<file path="src/rtl/sync_fifo_param.sv">
// sync_fifo_param: single-clock FIFO with generic width/depth, fill count,
// programmable almost-full/almost-empty flags and sticky overflow/underflow.
// Keeps the chip-select plus enable handshake of the older fixed-size FIFO.
//
// Build option: define SYNC_FIFO_FWFT_EN for first-word-fall-through reads
// (data_out shows the head word combinationally, zero read latency).
// Without it, data_out is registered and valid one cycle after a read.
//
// Parameter legality: ADDR_WIDTH >= 1, AF_MARGIN < DEPTH, AE_MARGIN < DEPTH.
module sync_fifo_param #(
   parameter int DATA_WIDTH = 16,
   parameter int ADDR_WIDTH = 4,
   parameter int AF_MARGIN  = 2,
   parameter int AE_MARGIN  = 2
) (
   input  logic                  clk,
   input  logic                  rst,
   input  logic                  wr_cs,
   input  logic                  wr_en,
   input  logic [DATA_WIDTH-1:0] data_in,
   input  logic                  rd_cs,
   input  logic                  rd_en,
   input  logic                  clr_err,
   output logic [DATA_WIDTH-1:0] data_out,
   output logic                  empty,
   output logic                  full,
   output logic                  almost_empty,
   output logic                  almost_full,
   output logic [ADDR_WIDTH:0]   count,
   output logic                  overflow,
   output logic                  underflow
);

   localparam int DEPTH = 1 << ADDR_WIDTH;
   localparam logic [ADDR_WIDTH:0] DEPTH_CNT = (ADDR_WIDTH+1)'(DEPTH);
   localparam logic [ADDR_WIDTH:0] AF_LEVEL  = (ADDR_WIDTH+1)'(DEPTH - AF_MARGIN);
   localparam logic [ADDR_WIDTH:0] AE_LEVEL  = (ADDR_WIDTH+1)'(AE_MARGIN);

   logic [DATA_WIDTH-1:0] mem [DEPTH];
   logic [ADDR_WIDTH-1:0] wr_ptr;
   logic [ADDR_WIDTH-1:0] rd_ptr;
   logic                  wr_req;
   logic                  rd_req;
   logic                  wr_acc;
   logic                  rd_acc;

   // Request decode; acceptance uses the flags from the registered (pre-edge) count,
   // so a write while full is refused even if a read is accepted on the same edge.
   always_comb begin
      wr_req = wr_cs & wr_en;
      rd_req = rd_cs & rd_en;
      wr_acc = wr_req & ~full;
      rd_acc = rd_req & ~empty;
   end

   // Status flags are pure decodes of the registered count.
   always_comb begin
      empty        = (count == '0);
      full         = (count == DEPTH_CNT);
      almost_empty = (count <= AE_LEVEL);
      almost_full  = (count >= AF_LEVEL);
   end

   // Storage array; deliberately not reset.
   always_ff @(posedge clk) begin
      if (wr_acc) begin
         mem[wr_ptr] <= data_in;
      end
   end

   // Pointers and occupancy; a simultaneous accepted read and write leaves count alone.
   always_ff @(posedge clk or negedge rst) begin
      if (!rst) begin
         wr_ptr <= '0;
         rd_ptr <= '0;
         count  <= '0;
      end else begin
         if (wr_acc) begin
            wr_ptr <= wr_ptr + 1'b1;
         end
         if (rd_acc) begin
            rd_ptr <= rd_ptr + 1'b1;
         end
         case ({wr_acc, rd_acc})
            2'b10:   count <= count + 1'b1;
            2'b01:   count <= count - 1'b1;
            default: count <= count;
         endcase
      end
   end

   // Sticky error flags; a new error on the same edge as clr_err wins.
   always_ff @(posedge clk or negedge rst) begin
      if (!rst) begin
         overflow  <= 1'b0;
         underflow <= 1'b0;
      end else begin
         if (wr_req && full) begin
            overflow <= 1'b1;
         end else if (clr_err) begin
            overflow <= 1'b0;
         end
         if (rd_req && empty) begin
            underflow <= 1'b1;
         end else if (clr_err) begin
            underflow <= 1'b0;
         end
      end
   end

`ifdef SYNC_FIFO_FWFT_EN
   // Show-ahead: the head word is presented whenever the FIFO is not empty.
   always_comb begin
      data_out = mem[rd_ptr];
   end
`else
   // Registered read: data is valid the cycle after an accepted read, held otherwise.
   always_ff @(posedge clk or negedge rst) begin
      if (!rst) begin
         data_out <= '0;
      end else if (rd_acc) begin
         data_out <= mem[rd_ptr];
      end
   end
`endif

endmodule

</file>
<file path="config.mk">
export PLATFORM = sky130hd
export DESIGN_NAME = sync_fifo_param
export DESIGN_NICKNAME = d
export VERILOG_FILES = /design/src/rtl/sync_fifo_param.sv
export SDC_FILE = /design/constraint.sdc
export NUM_CORES = 1
export LEC_CHECK = 0
export CAP_MARGIN = 20
export CORE_ASPECT_RATIO = 0.7
export CORE_MARGIN = 5
export CORE_UTILIZATION = 40
export DETAILED_ROUTE_END_ITERATION = 16
export PLACE_DENSITY = 0.57
export SLEW_MARGIN = 40
export SYNTH_ARGS = -nofsm -noshare
export SYNTH_HDL_FRONTEND = slang
export SYNTH_SLANG_ARGS = --single-unit
export TNS_END_PERCENT = 5
</file>
<file path="constraint.sdc">
create_clock -name clk -period 2.79 [get_ports clk]
set_clock_uncertainty 0.15 [all_clocks]
set_input_delay 0.4185 -clock clk [delete_from_list [all_inputs] [get_ports clk]]
set_output_delay 0.4185 -clock clk [all_outputs]
set_load 0.01 [all_outputs]
</file>
==> flow_summary.ini <==
[sta]
max_slew_margin_pct = 57.2
period_share_pct = 92.8
fin_hold_ws_ns = 0.250
hold_viol_final = 0
finalSetupViolations = 0
max_freq_mhz = 386
worstMarginPinSlew_ns = 0.640
slew_viol_final = 0
rsz0062_at_grt = no
setup_tns_ns = 0
fin_crit_ns = 2.59

[worst_setup_path]
crit_chain = buf_4, or4_4, nor2_4, dlygate4sd2_1
crit_path_max_incr_delay_ns = 0.46
slowest_stage = or4_4
critPathTopFamily = simple AND/OR/NAND/NOR gates
cp.arrival_ns = 2.02
reg2reg_slack_ns = 0.22
crit_required_ns = 2.22
worstPathMaxFanout = 11
critPathBufInv = 2
crit_type = register to output pin
end_kind = output pin
start_kind = register

[power_and_ir_drop]
vdd_drop_max_v = 0.000564
leakage_nw = 4.56
p_per_area_nw_per_um2 = 944
power_mw = 12.8

[clocking]
htreeDepth = 1
cts_setup_buffers = 0
root_buffer = clkbuf_16
numCtsBuffers = 28
worstSkewPairLatency_ns = 0.54
cts_tree = yes
cts.path.max_buffers = 3
clk_pin_slew_worst_paths_ns = 0.06
cts.sinks = 287

[finish]
drive_above_1_share_pct = 23.4
syn_to_final_growth_pct = 19.2
num-fill-cells = 2309
antenna-diode-count = 0
multi_input_area_um2 = 2710
seq_area_um2 = 8470
fin_nets = 677

[yosys]
synth_warnings = 0
netlist_top_cells_count = edfxtp_1 (256), mux4_2 (64), dfrtp_1 (31)
seq_area_frac_synth_pct = 74.3
synth_area_per_cell_um2 = 20.3
synth-main-ff-cell = edfxtp_1
yosys-top-cells-area = edfxtp_1 (68%), mux4_2 (13%), dfrtp_1 (6.8%)
syn_nets = 593
yosysMostFrequentCell = edfxtp_1
synth_top_area_share_pct = 67.5
yosysTopAreaCell = edfxtp_1
ys_types = 42
syn_area_um2 = 11400
synth-edff-count = 256
async_flop_share_pct = 10.8
syn-instance-count = 561
ys_seq_elements = 287

[drt]
drt-pass1-iter-count = 5
antenna_left = 0
drtIter0Drc = 399
via_per_inst = 5.47
routedWlPerCell_um = 24.6
drcViolationCount = 0
drt-total-wl_mm = 25.5
vias = 5680

[global_routing]
grt_start_max_net_pins = 49
antenna_found_initial = 0
grt_usage_pct = 16.3
overflow = 0
grt_pass1_vias = 6108
grt_pass1_wl_mm = 38.7

[die]
io_pins = 50
chipWidth_um = 212
num_rows = 51
die_area_um2 = 32000
coreArea_um2 = 27900
initial_core_util_pct = 40.7
dieHeight_um = 151

[outcome]
status = finished, final reports clean

[job]
maxCapViolations = 0

[place]
hpwl_mm = 14.7
routabilityCongestion = 0.803
io_buffers = 49

[worst_hold_path]
hp-class = input pin to async pin
[per-layer routing]
layer | part of all wire, % | GRT usage [%]
met5 | 0 | 0
met4 | 1.7 | 3.32
met3 | 4.7 | 2.88
met2 | 49 | 27.5
met1 | 45 | 22.7
[final cells by class]
| cell class | count | share of cell area (%) |
|---|---|---|
| well taps | 371 | 3.42 |
| repair buffers | 89 | 7.12 |
| multi-input cells | 231 | 20.0 |
| clock inverters | 9 | 0.738 |
| flip-flops and latches | 287 | 62.4 |
| clock buffers | 43 | 6.10 |
| inverters | 8 | 0.221 |
[flip-flops by register name, summed over array words and instances, names as in the netlist]
register	cells
data_out	16
underflow	1
mem	256
count	5
rd_ptr	4
overflow	1
wr_ptr	4
[through the flow]
| stage | utilization, % | setup WS (ns) | area, um^2 | cells |
|---|---|---|---|---|
| floorplan | - | 0.0671 | 11400 | 561 |
| global placement | 45.1 | -0.106 | 12600 | 985 |
| detailed placement | 45.1 | -0.131 | 12600 | 985 |
| CTS | 48.5 | 0.0620 | 13600 | 1038 |
| global route | 48.6 | 0.0255 | 13600 | 1038 |
| finish | 48.6 | 0.201 | 13600 | 1038 |
[power by group]
group,internal (mW),switching (mW),total [mW]
Clock,2.23,1.56,3.79
Combinational,1.88,1.67,3.56
Sequential,5.10,0.366,5.46
Total,9.21,3.60,12.8
[worst paths after layout]
kind	from	to	cells past startpoint
worst max-delay path	count[2]	full	4
min in group clk	rd_cs	underflow	3
worst min-delay path	rst	data_out[15]	2
max in group asynchronous	rst	rd_ptr[0]	2
worst max register to register	count[3]	count[4]	10
worst min register to register	data_out[5]	data_out[5]	1
[cells by family (layout without fill, tap and decap cells)]
kind of cell / after synthesis / in the layout / share of synthesized area [%]
and+or+nand+nor: 66 / 66 / 3.43
AOI/OAI and AO/OA: 65 / 65 / 4.20
DFF: 287 / 287 / 74.3
muxes: 81 / 81 / 14.2
buffers and inverters: 43 / 149 / 2.10
adders and majority gates: 9 / 9 / 0.989
xor gates and xnor gates: 10 / 10 / 0.769
[cells in the final DEF, fill, tap and decap left out, types with 7 or more instances in the layout]
cell             count
edfxtp_1           256
mux4_2              64
clkdlybuf4s50_1     45
clkbuf_16           29
dfrtp_1             27
buf_4               26
a21oi_1             20
nor2b_1             19
a211o_1             16
mux2i_1             16
a22o_1              16
buf_12              14
and2_1              13
nand2_1             11
clkbuf_1             9
ha_1                 8
inv_1                7
xnor2_1              7
[timing repair]
| item | CTS | global route |
|---|---|---|
| setup endpoints to repair | 2 | 2 |
| endpoints found under the hold margin | 31 | 0 |
| gates resized for setup | 5 | 5 |
| hold buffers | 1 | 0 |
| pin swaps | 0 | 0 |
Note: power is estimated with default switching activity, not from simulation.
